### config.mk
export PLATFORM = sky130hd
export DESIGN_NAME = sti_dac_param
export DESIGN_NICKNAME = d
export VERILOG_FILES = /design/src/rtl/sti_dac_param.sv
export SDC_FILE = /design/constraint.sdc
export NUM_CORES = 1
export LEC_CHECK = 0
export ABC_AREA = 1
export CORE_MARGIN = 5
export CORE_UTILIZATION = 45
export CTS_BUF_LIST = sky130_fd_sc_hd__clkbuf_4
export CTS_CLUSTER_DIAMETER = 150
export DETAILED_ROUTE_END_ITERATION = 6
export PLACE_DENSITY_LB_ADDON = 0.12
export SLEW_MARGIN = 10
export SYNTH_ARGS = -nofsm -noshare
export SYNTH_HDL_FRONTEND = slang
export SYNTH_SLANG_ARGS = --single-unit
### constraint.sdc
create_clock -name clk -period 2.8 [get_ports clk]
set_input_delay 0.56 -clock clk [delete_from_list [all_inputs] [get_ports clk]]
set_output_delay 0.56 -clock clk [all_outputs]
set_load 0.005 [all_outputs]
### src/rtl/sti_dac_param.sv
// sti_dac_param
// Parametrised serial transmitter with an output-memory byte packer.
// A parallel word is shaped into an F-bit frame (F = 8*(pi_length+1)),
// shifted out one bit per cycle, and the bit stream is packed into bytes
// that are written round-robin across NUM_BANKS interleaved memories.
//
// Ports:
//   clk          rising-edge clock
//   reset        synchronous, active-high reset
//   load         frame request, taken when pi_ready=1
//   pi_data      parallel payload (IN_W bits)
//   pi_length    frame length code, F = 8*(pi_length+1)
//   pi_fill      F > IN_W: payload in MSBs, zeros below
//   pi_sext      F > IN_W, pi_fill=0: sign- (1) or zero- (0) extend
//   pi_msb       1: MSB first, 0: LSB first
//   pi_low       F < IN_W: 1 takes the top F bits, 0 the bottom F bits
//   pi_end       marks the accepted frame as the last one
//   pi_ready     load is accepted this cycle
//   so_data      serial bit (0 when so_valid=0)
//   so_valid     so_data valid
//   oem_dataout  packed byte
//   oem_addr     per-bank write address
//   oem_wr       one-hot bank write strobe
//   oem_finish   sticky, all data of the end frame written
module sti_dac_param #(
    parameter int IN_W      = 16,
    parameter int LEN_W     = 2,
    parameter int NUM_BANKS = 4,
    parameter int ADDR_W    = 5
) (
    input  logic                 clk,
    input  logic                 reset,
    input  logic                 load,
    input  logic [IN_W-1:0]      pi_data,
    input  logic [LEN_W-1:0]     pi_length,
    input  logic                 pi_fill,
    input  logic                 pi_sext,
    input  logic                 pi_msb,
    input  logic                 pi_low,
    input  logic                 pi_end,
    output logic                 pi_ready,
    output logic                 so_data,
    output logic                 so_valid,
    output logic [7:0]           oem_dataout,
    output logic [ADDR_W-1:0]    oem_addr,
    output logic [NUM_BANKS-1:0] oem_wr,
    output logic                 oem_finish
);
    localparam int MAXF   = 8 * (2 ** LEN_W);
    localparam int EW     = (MAXF > IN_W) ? MAXF : IN_W;
    localparam int CNT_W  = LEN_W + 3;
    localparam int BANK_W = $clog2(NUM_BANKS);
    localparam int BC_W   = ADDR_W + BANK_W;

    typedef enum logic [1:0] {IDLE, SEND, FINISH} state_t;

    state_t                r_state;
    state_t                w_state_nxt;
    logic [MAXF-1:0]       r_frame;
    logic [CNT_W-1:0]      r_bitcnt;
    logic [CNT_W-1:0]      r_flast;
    logic                  r_msb;
    logic                  r_end;
    logic [2:0]            r_bitin;
    logic [6:0]            r_byte;
    logic [BC_W-1:0]       r_bytecnt;
    logic [NUM_BANKS-1:0]  r_wr;
    logic [7:0]            r_dout;
    logic [ADDR_W-1:0]     r_addr;

    logic                  w_last;
    logic                  w_accept;
    logic [CNT_W-1:0]      w_idx;
    logic [MAXF-1:0]       w_word;

    // Frame word, right-aligned in the low F bits of the frame register.
    function automatic logic [MAXF-1:0] build_word(
        input logic [IN_W-1:0]  data,
        input logic [LEN_W-1:0] len,
        input logic             fill,
        input logic             sext,
        input logic             low
    );
        int                     f;
        logic signed [IN_W-1:0] sdata;
        logic [EW-1:0]          zx;
        logic [EW-1:0]          sx;
        logic [EW-1:0]          mask;
        logic [EW-1:0]          word;
        f     = 8 * (int'(len) + 1);
        sdata = $signed(data);
        zx    = EW'(data);
        sx    = EW'(sdata);
        // wraps to all ones when f == EW
        mask  = (EW'(1) << f) - EW'(1);
        if (f == IN_W)
            word = zx;
        else if (f < IN_W)
            word = low ? (zx >> (IN_W - f)) : (zx & mask);
        else if (fill)
            word = zx << (f - IN_W);
        else if (sext)
            word = sx & mask;
        else
            word = zx;
        return word[MAXF-1:0];
    endfunction

    assign w_word   = build_word(pi_data, pi_length, pi_fill, pi_sext, pi_low);
    assign w_last   = (r_state == SEND) && (r_bitcnt == r_flast);
    assign pi_ready = (r_state == IDLE) || w_last;
    assign w_accept = load && pi_ready;
    assign w_idx    = r_msb ? (r_flast - r_bitcnt) : r_bitcnt;
    assign so_valid = (r_state == SEND);
    assign so_data  = so_valid && r_frame[w_idx];

    always_comb begin
        w_state_nxt = r_state;
        case (r_state)
            IDLE:    if (w_accept) w_state_nxt = SEND;
            SEND:    if (w_last && !w_accept) w_state_nxt = r_end ? FINISH : IDLE;
            FINISH:  w_state_nxt = FINISH;
            default: w_state_nxt = IDLE;
        endcase
    end

    always_ff @(posedge clk) begin
        if (reset) r_state <= IDLE;
        else       r_state <= w_state_nxt;
    end

    // Frame capture and bit sequencing
    always_ff @(posedge clk) begin
        if (reset) begin
            r_bitcnt <= '0;
            r_flast  <= '0;
            r_msb    <= 1'b0;
            r_end    <= 1'b0;
        end else if (w_accept) begin
            r_bitcnt <= '0;
            r_flast  <= {pi_length, 3'b111};   // F-1
            r_msb    <= pi_msb;
            r_end    <= pi_end;
        end else if (so_valid) begin
            r_bitcnt <= r_bitcnt + CNT_W'(1);
        end
    end

    always_ff @(posedge clk) begin
        if (w_accept) r_frame <= w_word;
    end

    // Byte packer: the 8th bit is taken straight from so_data, so only
    // seven earlier bits need storing; a reset clears r_bitin, which is
    // enough to discard any partial byte.
    always_ff @(posedge clk) begin
        if (so_valid) r_byte <= {r_byte[5:0], so_data};
    end

    always_ff @(posedge clk) begin
        if (reset) begin
            r_bitin   <= '0;
            r_bytecnt <= '0;
            r_wr      <= '0;
            r_dout    <= '0;
            r_addr    <= '0;
        end else begin
            r_wr <= '0;
            if (so_valid) begin
                r_bitin <= r_bitin + 3'd1;
                if (r_bitin == 3'd7) begin
                    r_dout    <= {r_byte, so_data};
                    r_addr    <= r_bytecnt[BC_W-1 -: ADDR_W];
                    r_wr      <= NUM_BANKS'(1) << r_bytecnt[BANK_W-1:0];
                    r_bytecnt <= r_bytecnt + BC_W'(1);
                end
            end
        end
    end

    assign oem_dataout = r_dout;
    assign oem_addr    = r_addr;
    assign oem_wr      = r_wr;
    // The last write of the end frame lands on the same edge the FSM
    // enters FINISH, and FINISH is left only by reset.
    assign oem_finish  = (r_state == FINISH);

endmodule

; ---- Word level (Yosys, flattened, before mapping)
; Cells that the tools add are included.
[word_totals]
out_inout_bits = 21
ff_bits = 80
word_cells = 61
[classes]
n_lt_le_gt_ge = 2
reduce_logical = 11
muxes = 12
n_eq_ne = 7
n_addsub = 8
bitwise = 4
shift = 4
[op_table]
columns = op, count
row1 = $mux 32, 4
row2 = $and 16x32->32, 1
row3 = $and 32x32->32, 1
row4 = $shl 1x6->32 const A, 1
row5 = $shl 16x32->32, 1
row6 = $shr 16x32->32, 1
row7 = $sub 32x2->32 const B, 1
row8 = $mux 16, 1
row9 = $add 7x1->7 const B, 1
row10 = $sub 5x6->7 const A, 1
row11 = $sub 6x5->7 const B, 1
row12 = $lt 5x6->1 const B, 1
row13 = $lt 6x5->1 const B, 1
row14 = $mux 2, 3
row15 = $pmux 2 s3, 1
row16 = $add 5x1->5 const B, 1
row17 = $bmux 1 s5, 1
row18 = $eq 5x5->1, 1
row19 = $mux 5, 1
row20 = $sub 5x5->5, 1
row21 = $logic_and 1x1->1, 4
row22 = $reduce_and 2->1, 2
row23 = $shl 1x2->4 const A, 1
row24 = $add 2x1->3 const B, 1
row25 = other kinds (14), 15

; ---- Depth between registers and ports, before layout
[logic_depth]
depth_word = 8
depth_mapped = 14

; ---- Worst setup path before layout
; OpenSTA, ideal clock, no wires.
[synth_timing]
kind = flip-flop to output port
startpoint = register r_flast[2]
endpoint = output so_data
n_path_buf = 0
t_arrival_ps = 1900
setup_slack_ps = 340
required_ps = 2240
path_stages_with_launch = 12
path_cell_list = dfxtp_1 inv_1 ha_1 inv_1 fa_1 o21ai_2 nand3_1 nand3_1 nand3_1 nand3_1 nand2_1 nor2_1
[synth_between]
elab_chain_cells = 5
[synth_lines]
columns = element, line
row1 = from (decl), 61  ; logic [CNT_W-1:0] r_flast;
row2 = from (signal assigned), 141  ; r_flast <= {pi_length, 3'b111};
row3 = $sub 5x5->5, 113  ; assign w_idx = r_msb ? (r_flast - r_bitcnt) : r_bitcnt;
row4 = $mux 5, 113
row5 = $bmux 1 s5, 115  ; assign so_data = so_valid && r_frame[w_idx];
row6 = $mux 1 (implied by the code), 115
row7 = $logic_and 1x1->1, 115
row8 = to (decl), 42  ; output logic so_data,
; No other way between the ends. The select of a mux whose other input is x is not followed.

; ---- Worst setup path after layout
; Ends and elaborated chain as after synthesis.

==> qor.csv <==
metric,value,unit
Syn Std Cell Area,0.00445,sq mm
crit path kind,reg2out,
ys async rst share,0,
Yosys reg bits,78,
row cnt,36,
core footprint,0.00973,sq mm
setup TNS,-0.422,ns
Ys Warns,0,
Pwr Total,2.70,mW
Routed WL per cell,14.6,microns
antenna diode instance count,0,
GP Congestion,0.947,
leading area contributor after synthesis,edfxtp_1,
# setup viols final,2,
syn_nets,611,
clk sinks,78,
vias in the first global route,4074,
All-Layer GR Usage,0.201,
"top cells by area, synth","edfxtp_1, dfxtp_1, nand2_1",
DRC,0,
CTS buffer count,9,
Worst EP arrival,2.54,ns
final hold viol count,0,
share of the synthesized area in the top cell type,0.263,
first-pass GRT wire length,18900,microns
final worst-path cycle share,1.11,
Die Wd,109,microns
Clock Path Buffers,2,
"count leader, synth",nand2_1,
GRT overflow,0,
Die ar.,0.0120,sq mm
Die Ht,109,microns
first-pass detailed-route iteration total,7,
largest net degree at the start of global routing,38,
Starting Density,0.458,
DR iter-0 viols,286,
initial antenna violation count,0,
Hold Crit Class,reg2reg,
final core utilization,0.576,
Clock transition at path regs,0.14,ns
WHS,0.459,ns
number of enable flip-flop cells after synthesis,39,
"Min Clock Period, post-route",3.10,ns
I/O Buffers,46,
Detail Route Antenna Nets,0,
syn avg cell area,7.84,sq um
DPL Wire Length,8580,microns
setup ws final,-0.298,ns
dpl ws,-0.292,ns
Placed Area,0.00526,sq mm
Leak,2.35,nW
final wirelength,11500,microns
failing checks,negative setup slack,
Main synth FF type,edfxtp_1,
CP Launch Type,register,
crit end category,output pin,
skew final,0.0141,ns
max_cap viols,0,
RSZ-0062 raised after global routing,yes,
count of cell types in the netlist,45,
max-slew violations,0,
share of cells above drive strength 1,0.166,
outcome,"complete, but fails checks",
vias per cell,5.25,
post-route design area,0.00560,sq mm
Layout Cells excl Fill,791,
Power Dens Cells,482,mW/mm^2
post-synthesis instance total,568,
via count,4156,
max frequency,323,MHz
Area Growth Syn to Fin,25.8,%
most frequent cells after synthesis,"nand2_1, nand3_1, a21oi_1, inv_1",
worst vdd rail ir drop,238,uV
H-tree depth,3,
Worst EP required,2.24,ns
Least-Margin Pin Slew,0.472,ns
"Seq/Total Area, Yosys",0.438,
Max-slew headroom,0.685,
clock latency at the later pin of the worst-skew pair,0.42,ns
CTS tree,done,
total placed cells including tap cells,765,
"Max FO, Critical Path",5,
Post-CTS Hold Buffers,0,
Layout Nets,696,
CTS root buffer,clkbuf_4,
IO Count,47,
-- layer usage --
metal | vias to the layer above | wire, microns | GRT usage
met1 | 1931 | 5200 | 0.256
met5 | - | 0 | 0
met4 | 0 | 171 | 0.0606
met2 | 105 | 5630 | 0.352
li1 | 2105 | - | -
met3 | 15 | 516 | 0.0317
-- worst paths after layout --
path	start	end	slack (ns)	depth (start not counted)
max	r_flast[2]$_SDFFE_PP0P_	so_data	-0.30	14
min	r_byte[4]$_DFFE_PP_	r_byte[5]$_DFFE_PP_	0.46	0
max reg2reg	r_flast[2]$_SDFFE_PP0P_	oem_dataout[0]$_SDFFE_PP0P_	-0.12	21
min reg2reg	r_byte[4]$_DFFE_PP_	r_byte[5]$_DFFE_PP_	0.46	0
-- cells by family (layout without fill, tap and decap cells) --
kind of cell	Yosys count	count (layout)	synth area share
flops	78	78	0.438
compound gates	122	122	0.153
xor+xnor	3	3	0.00590
buf+inv	80	170	0.0775
simple gates	268	268	0.276
fa+ha+maj	17	17	0.0495
-- state kept, by name, summed over array words and instances, names as in the netlist, 4 cells and up --
| register | flops |
|---|---|
| oem_wr | 4 |
| r_byte | 7 |
| r_bytecnt | 7 |
| oem_addr | 5 |
| r_frame | 32 |
| oem_dataout | 8 |
| r_bitcnt | 5 |
-- where the power goes --
part	internal (mW)	total, mW	switching [mW]	leakage, nW
combinational	0.298	0.677	0.380	1.57
clock	0.285	0.709	0.425	0.0835
sequential	1.28	1.32	0.0345	0.699
-- worst max-delay path: stages, from the launching register on --
cell	delay, ns
dfxtp_2	0.35
inv_2	0.07
ha_4	0.13
inv_2	0.04
fa_1	0.49
o21ai_2	0.26
buf_6	0.16
nand3_2	0.06
nand2_2	0.06
nand2_1	0.05
nand3_1	0.10
nand3_2	0.10
nand2_2	0.09
nor2_4	0.04
buf_2	0.13
-- repair_timing --
item	CTS	global route
gates resized for setup	15	22
setup endpoints to repair	2	2
buffers inserted	10	1
pin swaps	12	16
hold endpoints to repair	0	0
-- cells in the final DEF, fill, tap and decap left out, drive strengths merged, types with 4 or more instances in the layout --
cell type and n:
nor2 34, nor3 16, clkbuf 9, o22ai 5
clkdlybuf4s50 44, a221oi 4, dfxtp 39, a21oi 54
edfxtp 39, a22oi 5, ha 16, nand2 148
nand3 62, inv 64, o21ai 46, buf 48
-- area by class of cell --
cell class | count | area [sq um]
Clock buffer | 9 | 67.6
Clock inverter | 7 | 76.3
Fill cell | 945 | 4130
Inverter | 61 | 244
Multi-Input combinational cell | 410 | 2250
Sequential cell | 78 | 1950
Tap cell | 133 | 166
Timing Repair Buffer | 93 | 841
Note: power is estimated with default switching activity, not from simulation.
==> RTL change 1: new RTL, same flow settings <==
`LEN_W`: 2 -> 3.
--- a/src/rtl/sti_dac_param.sv
+++ b/src/rtl/sti_dac_param.sv
@@ -25,5 +25,5 @@
 module sti_dac_param #(
     parameter int IN_W      = 16,
-    parameter int LEN_W     = 2,
+    parameter int LEN_W     = 3,
     parameter int NUM_BANKS = 4,
     parameter int ADDR_W    = 5
Ports: changed (resized pi_length); port bits go from 47 to 48. No check against the original RTL was run, so the function may have changed too.
==> RTL change 1 against the original RTL <==
  * The run still ends with negative setup slack left
  * Setup slack got worse by 0.36 ns
  * Count of clock-buffer cells in the layout is 1 higher
  * Non-clock buffer count rose by 83
  * Routed wire length rose by 81%
  * Sequential power increased by 48%
  * Die area up 44%
  * Sequential share of layout area is 0.62 points lower
  * Highest routed layer unchanged
  * Sequential cell count increased by 34
  * Critical endpoint unchanged
  * Final area up 54%
  * Via count up 62%
  * Synthesized area grew 49%
  * Register-to-register slack got worse by 0.46 ns
  * Total power increased by 52%
==> RTL change 1: results (changes against the original RTL) <==
Parameter                              Value

Detailed routing
  WL met1 ... 8.71 mm (was 5.20 mm)
  DRC violation total after the first TritonRoute iteration ... 586 (was 286)

Cells and area
  Non-clock buffer share of cell area ... 0.188 (was 0.150)
  Non-clock inverters ... 80 (was 61)
  Non-clock buffers ... 176 (was 93)
  Nets ... 1073 (was 696)

STA
  Setup skew after layout ... 0.0351 ns (was 0.0141 ns)
  Total Negative Setup Slacks ... -1.24 ns (was -0.422 ns)
  Crit path setup slack, layout ... -0.657 ns (was -0.298 ns)
  Number of setup violations in the final report ... 3 (was 2)

Synth
  Synth cell types ... 39 (was 45)
  Cell types occupying the most area after synthesis ... edfxtp_1 32%, nand2_1 13%, dfxtp_1 12% (was edfxtp_1 26%, dfxtp_1 18%, nand2_1 12%)
  Xor and xnor area share after synthesis ... 0.0104 (was 0.00590)

Clock tree
  Clock transition at the register clock pins on the worst setup and hold paths after CTS ... 0.16 ns (was 0.14 ns)
  Post-cts sizing count ... 30 (was 15)

Placement
  Placed Instance Area ... 8170 um2 (was 5260 um2)
  HPWL after detailed placement ... 15.8 mm (was 8.58 mm)
  Setup WS pre-CTS ... -0.449 ns (was -0.292 ns)

GRT
  Antenna violations before repair ... 1 (was 0)
  Pin count of the biggest net entering global routing ... 46 (was 38)
  Met1 usage ... 0.295 (was 0.256)
  Aggregate global-route resource usage ... 0.234 (was 0.201)

Worst hold path
  Min-delay src ... r_byte[5]$_DFFE_PP_ (was r_byte[4]$_DFFE_PP_)

Power and ir drop
  Pwr Total ... 0.00410 W (was 0.00270 W)

Run status
  Failing checks ... negative setup slack (unchanged)
  Status ... complete, but fails checks (unchanged)
[RTL change 1: changes by cell type after synthesis, moves of 6 or more]
| cell | change |
|---|---|
| o21ai_1 | -6 |
| clkbuf_1 | +13 |
| edfxtp_1 | +32 |
| buf_2 | +8 |
| a21oi_1 | +37 |
| nand4_1 | +7 |
| nand2_1 | +88 |
| o22ai_1 | +12 |
| a31oi_1 | +13 |
| o221ai_1 | +8 |
| nand3_1 | +37 |
| nor2_1 | +45 |
| inv_1 | +16 |
[RTL change 1: how the worst max path moves through the flow]
| stage | cells past startpoint | end |
|---|---|---|
| after floorplan | 14 | r_frame[12]$_DFFE_PP_ |
| final | 17 | so_data |
| after global routing | 17 | so_data |
| after global placement | 12 | r_frame[0]$_DFFE_PP_ |
| after CTS | 17 | so_data |
| after detailed placement | 14 | r_frame[22]$_SDFFCE_PN0P_ |
==> RTL change 2: new RTL, config.mk and constraints unchanged <==
Made on the original files. The 3 states of `state_t` get a one-hot encoding in 3 bits.
--- a/src/rtl/sti_dac_param.sv
+++ b/src/rtl/sti_dac_param.sv
@@ -53,5 +53,5 @@
     localparam int BC_W   = ADDR_W + BANK_W;
 
-    typedef enum logic [1:0] {IDLE, SEND, FINISH} state_t;
+    typedef enum logic [2:0] {IDLE = 3'b001, SEND = 3'b010, FINISH = 3'b100} state_t;
 
     state_t                r_state;
Check against the original RTL: same outputs for any inputs over 10 cycles, from zero or initial values and one cycle with reset high; not proved beyond that.
==> RTL change 2 against the original RTL <==
  * The flow still finishes with violations (negative setup slack)
  * Setup slack better by 0.12 ns
  * Final area is 2.9% lower
  * Sequential cell count is 1 higher
  * Critical path depth down 1
  * Global-route usage decreased by 0.82 points
  * Utilization down 0.88 points
  * Hold slack improved by 0.0031 ns
  * Total power grew 3.5%
  * Synthesized area down 2.1%
  * Count of clock-buffer cells in the layout unchanged
  * Combinational power up 4.0%
  * Routed wire length decreased by 6.8%
  * Cell count decreased by 4.3%
  * Critical endpoint unchanged
==> RTL change 2: results (changes against the original RTL) <==
Parameter                              Value

Placement
  Final Wtd Congestion ... 0.914 (was 0.947)
  Post-placement cell count ... 740 (was 765)
  Placed Instance Area ... 5150 um2 (was 5260 um2)
  HPWL after detailed placement ... 8.22 mm (was 8.58 mm)
  Setup WS pre-CTS ... -0.272 ns (was -0.292 ns)

Detailed routing
  WL/cell ... 14.2 um (was 14.6 um)
  Routed wire length ... 10.7 mm (was 11.5 mm)
  Count of vias placed by the detailed router ... 3970 (was 4156)
  DRC violation total after the first TritonRoute iteration ... 296 (was 286)
  1st-pass router iterations ... 5 (was 7)

STA
  Number of setup violations in the final report ... 1 (was 2)
  Crit path setup slack, layout ... -0.177 ns (was -0.298 ns)
  Worst-margin pin slew ... 0.520 ns (was 0.472 ns)
  Setup skew after layout ... 0.0203 ns (was 0.0141 ns)
  Total Negative Setup Slacks ... -0.177 ns (was -0.422 ns)

GRT
  Pin count of the biggest net entering global routing ... 37 (was 38)
  Wire length of the first global-routing pass ... 17.9 mm (was 18.9 mm)
  Via count of the first global-routing pass ... 3847 (was 4074)
  Antenna violations before repair ... 0 (unchanged)
  Aggregate global-route resource usage ... 0.193 (was 0.201)

Clock tree
  Post-cts sizing count ... 33 (was 15)
  Number of buffers added for setup after CTS ... 1 (was 10)
  Maximum buffer depth of the clock tree ... 2 (unchanged)
  Clock transition at the register clock pins on the worst setup and hold paths after CTS ... 0.14 ns (about the same)
  Library cell used as clock root buffer ... clkbuf_4 (unchanged)

Setup path
  Largest stage delay on the critical path ... 0.42 ns (was 0.49 ns)
  Slowest cell on crit path ... fa_1 (unchanged)
  Worst path arrival time ... 2.42 ns (was 2.54 ns)
  Maximum fanout along the worst path ... 8 (was 5)
  Cell type group with the largest total delay on the critical path ... simple AND/OR/NAND/NOR gates (was adder cells)

Synth
  Post-Synthesis Mean Instance Area ... 8.00 um2 (was 7.84 um2)
  Cell types occupying the most area after synthesis ... edfxtp_1 27%, dfxtp_1 18%, nand2_1 11% (was edfxtp_1 26%, dfxtp_1 18%, nand2_1 12%)
  Top_reg_cell synth ... dfxtp_1 (was edfxtp_1)
  Syn_nets ... 588 (was 611)
  Post-synth EDFFs ... 39 (unchanged)
  Most instantiated cells after synthesis ... 132 x nand2_1, 58 x nand3_1, 55 x a21oi_1 (was 141 x nand2_1, 61 x nand3_1, 54 x a21oi_1, 54 x inv_1)
  Register area share after synthesis ... 0.452 (was 0.438)
  Synth cell types ... 43 (was 45)

Power and ir drop
  Clock network power share ... 0.260 (was 0.263)
  Switching share of power ... 0.323 (was 0.310)
  Portion of total power attributed to combinational logic ... 0.252 (was 0.251)
  Leak pwr ... 2.17 nW (was 2.35 nW)
  Pwr Total ... 0.00280 W (was 0.00270 W)
  Max IR drop VDD ... 0.000297 V (was 0.000238 V)

Run status
  Failing checks ... negative setup slack (unchanged)
  Status ... complete, but fails checks (unchanged)

Cells and area
  Antenna diodes ... 0 (unchanged)
  FILL cells ... 901 (was 945)
  Share of post-route cells with drive strength above 1 ... 0.159 (was 0.166)
  Nets ... 662 (was 696)
  Design area ... 5440 um2 (was 5600 um2)
-- RTL change 2: cell count changes after synthesis, sizes merged, moves of 3 or more --
cell | before | now
o32ai | 0 | 10
o22ai | 5 | 0
nand2 | 148 | 138
a221oi | 4 | 0
clkbuf | 9 | 6
a31oi | 1 | 9
nor4 | 0 | 5
o21ai | 46 | 39
nor3 | 16 | 9
nor2 | 34 | 25
-- RTL change 2: worst paths after layout --
check | startpoint | to | slack, ns | cells after the start
worst max-delay path | r_flast[2]$_SDFFE_PP0P_ | so_data | -0.18 | 13
worst min register to register | r_end$_SDFFE_PP0P_ | r_end$_SDFFE_PP0P_ | 0.46 | 2
worst min-delay path | r_end$_SDFFE_PP0P_ | r_end$_SDFFE_PP0P_ | 0.46 | 2
worst max register to register | r_state[2]$_SDFFE_PP0P_ | r_bytecnt[6]$_SDFFE_PP0P_ | 0.54 | 9
-- RTL change 2: metal layers --
layer  GRT usage  vias up  part of all wire
met5           0        -                 0
met4      0.0604        0             0.018
met3      0.0448       15             0.056
met2       0.320      104              0.47
met1       0.249     1810              0.45
li1            -     2041                 -
-- RTL change 2: area by class of cell --
class / instances / area share
Multi-Input combinational cell: 390 / 0.405
Sequential cell: 79 / 0.363
Timing Repair Buffer: 80 / 0.133
Inverter: 59 / 0.0407
Tap cell: 133 / 0.0306
Clock inverter: 7 / 0.0154
Clock buffer: 9 / 0.0124
-- RTL change 2: cells by family (layout without fill, tap and decap cells) --
group / Yosys count / in the layout / share of synthesized area
AOI/OAI and AO/OA: 123 / 123 / 0.160
xor gates and xnor gates: 5 / 5 / 0.0100
adders and majority gates: 17 / 17 / 0.0505
buffers and inverters: 76 / 155 / 0.0723
DFF: 79 / 79 / 0.452
and+or+nand+nor: 245 / 245 / 0.255
